<file path="config.mk">
export PLATFORM = sky130hd
export DESIGN_NAME = uart_loop_fifo
export DESIGN_NICKNAME = d
export VERILOG_FILES = /design/src/rtl/uart_loop_fifo.sv
export SDC_FILE = /design/constraint.sdc
export NUM_CORES = 1
export LEC_CHECK = 0
export CAP_MARGIN = 5
export CORE_MARGIN = 5
export CORE_UTILIZATION = 60
export DETAILED_ROUTE_END_ITERATION = 7
export PLACE_DENSITY = 0.85
export SLEW_MARGIN = 20
export SYNTH_ARGS = -nofsm -noshare
export SYNTH_HDL_FRONTEND = slang
export SYNTH_SLANG_ARGS = --single-unit
</file>
<file path="constraint.sdc">
create_clock -name clk -period 3.25 [get_ports clk]
set_input_delay 0.325 -clock clk [delete_from_list [all_inputs] [get_ports clk]]
set_output_delay 0.325 -clock clk [all_outputs]
set_load 0.01 [all_outputs]
</file>
<file path="src/rtl/uart_loop_fifo.sv">
// Loopback byte buffer: queues every byte reported by the UART receiver and
// replays them in order to the transmitter, one launch per transmitter busy period.
module uart_loop_fifo #(
   parameter int DEPTH  = 16,
   parameter int ADDR_W = 4
) (
   input  logic              clk,
   input  logic              rst,
   input  logic              rx_done,
   input  logic [7:0]        rx_data,
   input  logic              tx_busy,
   output logic              tx_en,
   output logic [7:0]        tx_data,
   output logic [ADDR_W:0]   fifo_count,
   output logic              overflow,
   input  logic              clr_ovf
);

   localparam logic [ADDR_W:0]   FULL_C   = (ADDR_W+1)'(DEPTH);
   localparam logic [ADDR_W:0]   CNT_ONE  = (ADDR_W+1)'(1'b1);
   localparam logic [ADDR_W-1:0] PTR_ONE  = ADDR_W'(1'b1);

   typedef enum logic [1:0] {
      IDLE      = 2'd0,
      WAIT_ACK  = 2'd1,
      WAIT_DONE = 2'd2
   } state_t;

   logic [7:0]        mem_r [DEPTH];
   logic [ADDR_W-1:0] wr_ptr_r;
   logic [ADDR_W-1:0] rd_ptr_r;
   logic [ADDR_W:0]   count_r;
   state_t            state_r;
   logic              tx_en_r;
   logic [7:0]        tx_data_r;
   logic              overflow_r;

   logic              full_s;
   logic              empty_s;
   logic              wr_s;
   logic              drop_s;
   logic              launch_s;

   // Occupancy flags and the accept/drop/launch decisions for this cycle.
   always_comb begin
      full_s   = (count_r == FULL_C);
      empty_s  = (count_r == {(ADDR_W+1){1'b0}});
      wr_s     = rx_done & ~full_s;
      drop_s   = rx_done & full_s;
      launch_s = (state_r == IDLE) & ~empty_s & ~tx_busy;
   end

   // Storage array; contents are don't-care after reset, so it carries none.
   always_ff @(posedge clk) begin
      if (wr_s) begin
         mem_r[wr_ptr_r] <= rx_data;
      end
   end

   // Write pointer and occupancy; a same-cycle write and launch cancel out.
   always_ff @(posedge clk or posedge rst) begin
      if (rst) begin
         wr_ptr_r <= {ADDR_W{1'b0}};
         count_r  <= {(ADDR_W+1){1'b0}};
      end else begin
         if (wr_s) begin
            wr_ptr_r <= wr_ptr_r + PTR_ONE;
         end
         case ({wr_s, launch_s})
            2'b10:   count_r <= count_r + CNT_ONE;
            2'b01:   count_r <= count_r - CNT_ONE;
            default: count_r <= count_r;
         endcase
      end
   end

   // Sticky drop flag; a drop in the same cycle as a clear keeps it set.
   always_ff @(posedge clk or posedge rst) begin
      if (rst) begin
         overflow_r <= 1'b0;
      end else if (drop_s) begin
         overflow_r <= 1'b1;
      end else if (clr_ovf) begin
         overflow_r <= 1'b0;
      end else begin
         overflow_r <= overflow_r;
      end
   end

   // Launch FSM: waits for busy to rise and then fall before the next pulse.
   always_ff @(posedge clk or posedge rst) begin
      if (rst) begin
         state_r   <= IDLE;
         rd_ptr_r  <= {ADDR_W{1'b0}};
         tx_en_r   <= 1'b0;
         tx_data_r <= 8'h00;
      end else begin
         case (state_r)
            IDLE: begin
               if (launch_s) begin
                  tx_data_r <= mem_r[rd_ptr_r];
                  rd_ptr_r  <= rd_ptr_r + PTR_ONE;
                  tx_en_r   <= 1'b1;
                  state_r   <= WAIT_ACK;
               end else begin
                  tx_en_r   <= 1'b0;
               end
            end
            WAIT_ACK: begin
               tx_en_r <= 1'b0;
               if (tx_busy) begin
                  state_r <= WAIT_DONE;
               end
            end
            WAIT_DONE: begin
               tx_en_r <= 1'b0;
               if (!tx_busy) begin
                  state_r <= IDLE;
               end
            end
            default: begin
               tx_en_r <= 1'b0;
               state_r <= IDLE;
            end
         endcase
      end
   end

   assign tx_en      = tx_en_r;
   assign tx_data    = tx_data_r;
   assign fifo_count = count_r;
   assign overflow   = overflow_r;

endmodule

</file>
==> impl_results.md <==
* Critical path fanouts, max at 10
* Gpl congestion at 0.8103
* Dominant synthesized flop cell: edfxtp_1
* HPWL Detailed at 7724 µm
* Syn Nets at 356
* Clock tree sinks at 153
* Global-route wire length before repair at 19,870 µm
* Sum of negative setup slack at 0 ps
* Mapped Avg Cell Area at 18.74 µm²
* RSZ-0062 raised after global routing: no
* # hold bufs at CTS at 0
* Total CTS buffers at 17
* Reg2Reg Setup Slack at 470 ps
* Number of I/O pins at 28
* Max clock buf depth at 2
* Power per Cell Area at 882.4 nW/µm²
* Core area at 10,230 µm²
* CTS H-tree lvls at 4
* Worst Skew at 5.349 ps
* Max-cap viol count at 0
* Fill count at 589
* FF-to-FF path depth at 10
* CP Class: reg -> reg
* Inserted Diodes at 0
* Mapped Cells at 334
* Largest delay share family, worst path: compound AO/OA/AOI/OAI gates
* CTS tree: done
* Crit-path slowest cell: dfrtp_1
* Fmax at 359.1 MHz
* DR iter-0 viols at 302
* Slew @ Worst Pin at 782.4 ps
* Die area at 12,570 µm²
* Fin. max-slew vios at 0
* Finished Layout Cells at 533
* Initial antenna violation count at 0
* Final hold slack at 193.8 ps
* Routed vias at 3,219
* Gr ovfl total at 0
* Distinct cells, synth at 39
* R2R Path Start: fifo_count[1]
* Post-CTS Setup Bufs at 0
* Worst setup SP type: flop
* CP bufs+invs at 1
* Area growth, synth to finish at 17.31%
* Final Hold Fails at 0
* Site Rows at 37
* Avg WL per Cell at 23.77 µm
* Worst stage delay on the critical path at 490 ps
* Status: complete, no violations
* Worst slew margin at 47.84%
* Final Cycle Share at 85.69%
* Worst hold path type: in -> async
* Number of global-route vias before repair at 3,401
* DRT Wirelength at 12,670 µm
* CP cell instances: nor4_1, a21boi_2, inv_1, ha_1, xor2_1, ha_1, o211a_1, o31ai_1, a31oi_1, xnor2_1
* DRC at 0
* Endpoints failing setup at 0
* Worst-skew pair later-pin latency at 520 ps
* Synthesis-stage register bit count at 153
* Post-CTS sizing at 0
* Via/cell ratio at 6.039
* Die width at 112.1 µm
* Maximum vdd drop at 598.0 µV
* Share of layout cells above drive strength 1 at 21.91%
* Placed Cells at 501
* # nets final at 406
* Pleak at 2.635 nW
* Crit. End Element: flop
* Yosys Warn Count at 0
* Critical path required time at 3660 ps
* Initial Utilization at 61.17%
* # port buffers at 27
* Worst-path clk slew at 60 ps
* Pwr Total at 6.479 mW
* Die H at 112.1 µm
* Mapped Area at 6259 µm²
* WP data arrival at 3190 ps
* Post-synth EDFFs at 128
* Register area share after synthesis at 71.41%
* End of the worst register-to-register path: fifo_count[4]
* Pre-antenna DRT Iters at 5
* Overall global routing resource usage at 21.70%
* Async SR Flop Fraction at 16.34%
* Clk Tree Root Cell: clkbuf_8
* Largest net degree at the start of global routing at 30
* Most frequent CP cell: ha_1
* Final ANT Viol Nets at 0
* Post-route minimum period at 2785 ps
[synth_stat cells (4+ instances only)]
cell	count	area share, %
mux2_2	6	1.1
a21oi_1	6	0.48
nor2_1	14	0.84
buf_6	4	0.72
ha_1	9	1.8
xnor2_1	8	1.1
nand2_1	16	0.96
inv_1	9	0.54
buf_4	4	0.48
clkbuf_1	5	0.30
nor3_1	7	0.56
xor2_1	4	0.56
mux2i_1	13	2.1
mux4_2	21	7.6
nor2b_1	4	0.40
edfxtp_1	128	61
mux4_1	11	4.6
o21ai_0	10	0.80
dfrtp_1	25	10
[layer usage]
| layer | vias up | share of wire, % | GRT usage [%] |
|---|---|---|---|
| met4 | 0 | 1.3 | 6.571 |
| met2 | 178 | 53 | 36.75 |
| met1 | 1609 | 37 | 27.19 |
| met3 | 20 | 8.6 | 6.685 |
| li1 | 1412 | - | - |
| met5 | - | 0 | 0 |
[layout by cell type (no fill, tap or decap), types with 4 or more instances in the layout]
master / count
nand2_1: 16
clkbuf_16: 16
nor2_1: 14
mux4_2: 21
a21oi_1: 6
xnor2_1: 8
edfxtp_1: 128
dfrtp_1: 24
nor3_1: 7
mux4_1: 11
mux2_2: 6
xor2_1: 4
buf_4: 23
inv_1: 8
mux2i_1: 13
nor2b_1: 4
clkdlybuf4s50_1: 27
o21ai_0: 10
ha_1: 9
clkinv_4: 4
[logic make-up after synthesis]
group                    count (synthesis)  share of synthesized area [%]
multiplexers                            51                          15.33
flip-flops                             153                          71.41
adder cells (fa/ha/maj)                  9                          1.799
XOR/XNOR                                12                          1.679
AND/OR/NAND/NOR                         52                          3.978
buffers and inverters                   28                          2.719
AO/OA/AOI/OAI                           29                          3.079
[final cells by class]
| class | count | area, µm² | share of cell area, % |
|---|---|---|---|
| sequential | 153 | 4471 | 60.89 |
| multi-input combinational | 153 | 1619 | 22.05 |
| timing repair buffer | 50 | 442.9 | 6.033 |
| clock buffer | 17 | 414.1 | 5.641 |
| clock inverter | 15 | 191.4 | 2.607 |
| tap | 136 | 170.2 | 2.318 |
| inverter | 9 | 33.78 | 0.4601 |
[worst max path at each step]
| stage | endpoint | slack [ps] | cells past startpoint | from |
|---|---|---|---|---|
| floorplan | fifo_count[4] | 260 | 14 | fifo_count[1] |
| global placement | fifo_count[4] | 490 | 10 | rx_done |
| detailed placement | fifo_count[4] | 420 | 10 | rx_done |
| CTS | fifo_count[4] | 470 | 10 | fifo_count[1] |
| global route | fifo_count[4] | 240 | 10 | fifo_count[1] |
| finish | fifo_count[4] | 470 | 10 | fifo_count[1] |
[metrics by stage]
| stage | setup slack [ps] | instance area [µm²] | utilization (%) |
|---|---|---|---|
| final | 465.1 | 7342 | 71.76 |
| after global routing | 242.5 | 7342 | 71.76 |
| after CTS | 465.6 | 7342 | 71.76 |
| after detailed placement | 423.0 | 6736 | 65.84 |
| after global placement | 490.2 | 6736 | 65.84 |
| after floorplan | 261.3 | 6259 | - |
[state kept, by name, summed over array words and instances, names as in the netlist]
name / count
wr_ptr_r: 4
fifo_count: 5
tx_data: 8
overflow: 1
rd_ptr_r: 4
mem_r: 128
state_r: 2
tx_en: 1
[power breakdown]
group | switching (mW) | internal (mW)
clock network | 0.814 | 1.19
logic | 0.790 | 0.924
registers | 0.330 | 2.43
[worst register-to-register path: stages (launching register included)]
cell,delay (ps)
dfrtp_1,490
nor4_1,480
a21boi_2,220
inv_1,130
ha_1,350
xor2_1,120
ha_1,230
o211a_1,230
o31ai_1,190
a31oi_1,80
xnor2_1,150
Note: power is estimated with default switching activity, not from simulation.
